## config.mk

```make
export PLATFORM = sky130hd
export DESIGN_NAME = serial_addsub_ctrl
export DESIGN_NICKNAME = d
export VERILOG_FILES = /design/src/rtl/serial_addsub_ctrl_pkg.sv /design/src/rtl/serial_addsub_ctrl_full_adder.sv /design/src/rtl/serial_addsub_ctrl.sv
export SDC_FILE = /design/constraint.sdc
export NUM_CORES = 1
export LEC_CHECK = 0
export ABC_AREA = 1
export CORE_MARGIN = 4
export CORE_UTILIZATION = 40
export DETAILED_ROUTE_END_ITERATION = 7
export PLACE_DENSITY = 0.69
export SYNTH_ARGS = -nofsm -noshare
export SYNTH_HDL_FRONTEND = slang
export SYNTH_HIERARCHICAL = 1
export SYNTH_SLANG_ARGS = --single-unit
```

## constraint.sdc

```tcl
create_clock -name clk -period 1.6 [get_ports clk]
set_input_delay 0.32 -clock clk [delete_from_list [all_inputs] [get_ports clk]]
set_output_delay 0.32 -clock clk [all_outputs]
set_load 0.005 [all_outputs]
```

## src/rtl/serial_addsub_ctrl_pkg.sv

```systemverilog
// serial_addsub_ctrl_pkg: shared state encodings and default width for the serial add/sub lab
package serial_addsub_ctrl_pkg;
    localparam int DEF_W = 8;
    typedef enum logic [1:0] {
        IDLE = 2'd0,
        RUN  = 2'd1,
        DONE = 2'd2
    } state_t;
endpackage

```

## src/rtl/serial_addsub_ctrl_full_adder.sv

```systemverilog
// full_adder: 1-bit full adder
module full_adder (
    input  logic a,
    input  logic b,
    input  logic ci,
    output logic s,
    output logic co
);
    assign s  = a ^ b ^ ci;
    assign co = (a & b) | (ci & (a ^ b));
endmodule

```

## src/rtl/serial_addsub_ctrl.sv

```systemverilog
// serial_addsub_ctrl: bit-serial LSB-first adder/subtractor built around a single full adder
module serial_addsub_ctrl
    import serial_addsub_ctrl_pkg::*;
#(
    parameter int W = DEF_W
) (
    input  logic         clk,
    input  logic         rst,
    input  logic         start,
    input  logic         mode,
    input  logic [W-1:0] a,
    input  logic [W-1:0] b,
    output logic         busy,
    output logic         done,
    output logic [W-1:0] sum,
    output logic         cout,
    output logic         ovf
);
    localparam int CW = $clog2(W);
    state_t state, state_nx;
    logic [W-1:0] a_sh, b_sh, res;
    logic [CW-1:0] cnt;
    logic carry, sub, fa_s, fa_co, accept, last;

    full_adder u_fa (
        .a  (a_sh[0]),
        .b  (b_sh[0] ^ sub),
        .ci (carry),
        .s  (fa_s),
        .co (fa_co)
    );

    // state register
    always_ff @(posedge clk) begin
        state <= rst ? IDLE : state_nx;
    end

    // next state and status decode; start is only honoured outside RUN
    always_comb begin
        busy     = state == RUN;
        done     = state == DONE;
        last     = busy && cnt == CW'(W - 1);
        accept   = !busy && start;
        state_nx = accept ? RUN : last ? DONE : busy ? RUN : IDLE;
    end

    // operand capture, one add per RUN cycle, result publish on the final bit
    always_ff @(posedge clk) begin
        if (rst) begin
            a_sh  <= '0;
            b_sh  <= '0;
            res   <= '0;
            cnt   <= '0;
            carry <= 1'b0;
            sub   <= 1'b0;
            sum   <= '0;
            cout  <= 1'b0;
            ovf   <= 1'b0;
        end else if (accept) begin
            a_sh  <= a;
            b_sh  <= b;
            res   <= '0;
            cnt   <= '0;
            carry <= mode;
            sub   <= mode;
        end else if (busy) begin
            a_sh  <= a_sh >> 1;
            b_sh  <= b_sh >> 1;
            res   <= {fa_s, res[W-1:1]};
            carry <= fa_co;
            cnt   <= last ? cnt : cnt + 1'b1;
            if (last) begin
                sum  <= {fa_s, res[W-1:1]};
                cout <= fa_co;
                ovf  <= carry ^ fa_co;
            end
        end
    end
endmodule

```

== After elaboration in Yosys (flattened, before gate mapping) ==
Cells that the tools add are included.
W data, S select, Z words.

* Reductions and logical operators: 7
* Muxes and demuxes: 9
* Add/subtract/negate cells: 1
* Divide/modulo/power cells: 0
* Shifts and indexed selects: 0
* Bitwise operators: 9
* Multipliers: 0
* Order comparisons: 0
* Eq/ne operators: 3

{| class="wikitable"
|+ Operator list
! kind !! number
|-
| $mux W8 || 4
|-
| $mux W1 || 4
|-
| $xor A1 B1 Y1 || 4
|-
| $add A3 B1 Y3 const B || 1
|-
| $eq A3 B3 Y1 const B || 1
|-
| $reduce_and A3 Y1 || 1
|-
| $and A1 B1 Y1 || 2
|-
| $eq A2 B1 Y1 const B || 1
|-
| $eq A2 B2 Y1 const B || 1
|-
| $logic_and A1 B1 Y1 || 2
|-
| $mux W2 || 1
|-
| $not A1 Y1 || 2
|-
| $reduce_and A2 Y1 || 1
|-
| $reduce_bool A2 Y1 || 1
|-
| $reduce_or A2 Y1 || 1
|-
| $logic_not A1 Y1 || 1
|-
| $or A1 B1 Y1 || 1
|}

* Memories: 0
* Bits in registers: 41
* Latch bits: 0
* Bits in writable memories: 0
* Bits of input ports: 20
* Logic and storage cells: 40
* ROM bits: 0

== Longest topological paths before layout ==
* Word-level depth: 6
* Depth in mapped cells: 7

== By module ==
The synthesis kept the hierarchy.

{| class="wikitable"
|+ Modules (own cells, without submodules)
! module !! cells each !! times used !! sequential area each (um2) !! area each (um2)
|-
| serial_addsub_ctrl || 232 || 1 || 800.8 || 1665.3
|-
| full_adder || 1 || 1 || 0.0 || 20.0
|}

== Worst setup path after synthesis ==
Ideal clock, no wire load.

* Path kind: flip-flop to flip-flop
* Start point: register b_sh[0]
* End point: register ovf
* Data required time: 1.488 ns
* Arrival: 1.143 ns
* Stages on the path, launching flop included: 6
* Slack: 0.345 ns
* Clock period less this slack: 1.255 ns
* Buffers on the path: 0
* Setup time: 0.112 ns
* Cell sequence: dfxtp_1 -> xor2_1 -> fa_1 -> xor2_1 -> nand2_1 -> nand2_1

* Longest elaborated chain between the ends: 5
* Elaborated cells on any way between the ends: 6
* Classes of those cells: 6 x bitwise

{| class="wikitable"
|+ Ends and longest elaborated chain
! what !! line !! text
|-
| start: declaration || serial_addsub_ctrl.sv:21 || <nowiki>logic [W-1:0] a_sh, b_sh, res;</nowiki>
|-
| start signal: assignment || serial_addsub_ctrl.sv:68 || <nowiki>b_sh <= b_sh >> 1;</nowiki>
|-
| $xor A1 B1 Y1 (*) || serial_addsub_ctrl.sv:27 || <nowiki>.b (b_sh[0] ^ sub),</nowiki>
|-
| $xor A1 B1 Y1 || serial_addsub_ctrl_full_adder.sv:10 || <nowiki>assign co = (a & b) | (ci & (a ^ b));</nowiki>
|-
| $and A1 B1 Y1 || serial_addsub_ctrl_full_adder.sv:10 ||
|-
| $or A1 B1 Y1 (*) || serial_addsub_ctrl_full_adder.sv:10 ||
|-
| named net fa_co || serial_addsub_ctrl.sv:23 || <nowiki>logic carry, sub, fa_s, fa_co, accept, last;</nowiki>
|-
| $xor A1 B1 Y1 (*) || serial_addsub_ctrl.sv:75 || <nowiki>ovf <= carry ^ fa_co;</nowiki>
|-
| end signal: assignment || serial_addsub_ctrl.sv:75 ||
|-
| end: declaration || serial_addsub_ctrl.sv:17 || <nowiki>output logic ovf</nowiki>
|}

The timed path passes the listed nets; every way through them passes the cells marked *.
A chain may end at the register's enable or synchronous reset.

== Worst setup path after layout ==
* Start point: register sum[1]
* End point: output sum[1]

{| class="wikitable"
|+ RTL lines
! what !! line !! text
|-
| start: declaration || serial_addsub_ctrl.sv:15 || <nowiki>output logic [W-1:0] sum,</nowiki>
|-
| start signal: assignment || serial_addsub_ctrl.sv:73 || <nowiki>sum <= {fa_s, res[W-1:1]};</nowiki>
|}

No word-level cell between the ends.

==> results.txt <==
antenna violations before repair: 0
WL met3: 148 um
Synth cell types: 15
Hold Vio Cnt, Final: 0
ANT cells: 0
FF+latch count, synth: 40
clk_lat worst skew: 0.29 ns
routed vias: 1533
Mean Syn Cell Area: 7.23 sq um
Slew headroom: 70.4%
Worst path max stage delay: 0.51 ns
Port Buffers: 31
final setup fails: 0
dpl hpwl: 2620 um
actual slew at the worst max-slew pin: 0.443 ns
worst-path maximum fanout: 2
Tcrit/Tclk final: 90.6%
post-route ant nets: 0
post-synthesis net count: 256
FFs w/ async S/R, synth: 0%
fraction of layout cells with a size suffix above 1: 9.93%
Max VDD drop: 0.529 mV
Worst Setup End Kind: output pin
Worst Path Buf+Inv: 1
met2 wire length: 1690 um
Achievable Freq: 690 MHz
Layout area overhead: 30.5%
root buf cell: clkbuf_8
die area: 5320 sq um
starting density of the core: 41.8%
EDFF count, synth: 0
CP Data Arrival Time: 1.13 ns
Max-cap violations: 0
P_leak: 1.03 nW
Finished Layout Cells: 322
number of remaining DRC errors: 0
RSZ-0062 raised after global routing: no
Die Span Y: 72.9 um
Routed WL per cell: 10.9 um
register area share after synthesis: 47.5%
largest net degree at the start of global routing: 21
Slew Viols, Final: 0
top layer in use: met4
global-route usage over all layers: 14.3%
Final #Nets: 294
HP Class: flip-flop to flip-flop
first-pass GRT wire length: 5950 um
Overflow after GRT: 0
Clock Skews: 0.00537 ns
Post-Syn Instances: 233
clock sink count: 40
Die X-Extent: 72.9 um
Final min period: 1.45 ns
Most used DFF post-synth: dfxtp_1
crit-path cells: clkdlybuf4s50_1
Clock Path Buffers: 2
htree depth: 2
CP Class: flip-flop to output pin
Yosys warning total: 6
Crit-path slowest cell: clkdlybuf4s50_1
number of global-route vias before repair: 1371
met1 WL: 1630 um
Power, Total: 2.09 mW
Synth Cell Area: 1690 sq um
CTS Buf Count: 5
Hold-fix buffers, CTS: 0
FP Rows: 23
WP data required: 1.28 ns
placed cell count: 313
Core Box Area: 4030 sq um
drt initial violations: 87
Ports: 32
Pre-antenna DRT Iters: 4
Largest delay share family, worst path: buffers and inverters
clk slew on worst S/H paths: 0.07 ns
Placer Congestion: 0.781
number of vias per cell: 4.76
outcome: finished clean
Power per Cell Area: 952 nW/um^2
Post-Route WL: 3510 um
TritonCTS clock tree: built
CP Launch Type: flip-flop
## worst paths after layout
path / start / end / slack [ns] / cells after the start
min reg2reg: res[1] / sum[0] / 0.46 / 2
min: res[1] / sum[0] / 0.46 / 2
max reg2reg: cnt[0] / ovf / 0.26 / 6
max: sum[1] / sum[1] / 0.15 / 1
## cells in the final DEF (no fill, tap or decap), types with 5 or more instances in the layout
cell | synthesis | final
clkbuf_8 | 0 | 5
nand2_1 | 78 | 78
buf_4 | 2 | 13
inv_1 | 19 | 19
a21oi_1 | 14 | 14
nand3_1 | 57 | 57
dfxtp_1 | 40 | 38
clkdlybuf4s50_1 | 0 | 29
## cell families after synthesis
family	share of synthesized area [%]
compound gates	4.16
flops	47.5
fa+ha+maj	2.67
xor+xnor	1.04
simple gates	36.0
buf+inv	8.61
## sequential cells by signal, indices dropped and copies added, names as in the netlist
name / cells
sum: 8
res: 7
a_sh: 8
b_sh: 8
ovf: 1
cnt: 3
cout: 1
state: 2
carry: 1
sub: 1
## worst reg2reg max path: stages, from the launching register on
cell	delay (ns)
dfxtp_1	0.35
ha_1	0.16
ha_1	0.19
nand2_1	0.09
nor2_2	0.33
nand2_1	0.10
nand2_1	0.07
## cell usage after synthesis (2+ instances only)
master | count | area, sq um
a21oi_1 | 14 | 70.1
buf_1 | 3 | 11.3
buf_2 | 8 | 40.0
buf_4 | 2 | 15.0
dfxtp_1 | 40 | 801
ha_1 | 2 | 25.0
inv_1 | 19 | 71.3
inv_2 | 2 | 7.51
nand2_1 | 78 | 293
nand3_1 | 57 | 285
nor2_1 | 3 | 11.3
xor2_1 | 2 | 17.5
## power breakdown
part	internal, mW	switching, mW	leakage, nW	total, mW
Clock	0.463	0.332	0.0552	0.795
Combinational	0.118	0.131	0.652	0.249
Sequential	1.03	0.0208	0.326	1.05
## what timing repair did
action	CTS	global route
setup buffers	1	0
pin swaps	1	0
gates resized for setup	4	1
endpoints found under the setup margin	2	11
## metal layers
metal | vias up | track usage [%]
met5 | - | 0
met4 | 0 | 7.38
met3 | 4 | 3.03
met2 | 28 | 22.3
met1 | 686 | 18.6
li1 | 815 | -
## per-stage QoR
stage	TNS, ns	util, %	instance area, sq um	worst slack, ns	hold WS, ns
after floorplan	0	-	1690	0.345	0.389
after global placement	0	51.7	2080	0.0194	0.435
after detailed placement	-0.199	51.7	2080	-0.0349	0.444
after CTS	0	54.5	2200	0.0228	0.459
after global routing	0	54.6	2200	0.0286	0.485
final	0	54.6	2200	0.150	0.458
## layout make-up
type / instances / area [sq um]
inverters: 21 / 78.8
repair buffers: 44 / 405
well taps: 50 / 62.6
flip-flops and latches: 40 / 803
clock buffers: 6 / 72.6
multi-input cells: 159 / 742
clock inverters: 2 / 35.0
fillers: 387 / 1830
No activity file was read; power rests on OpenSTA's default activity.
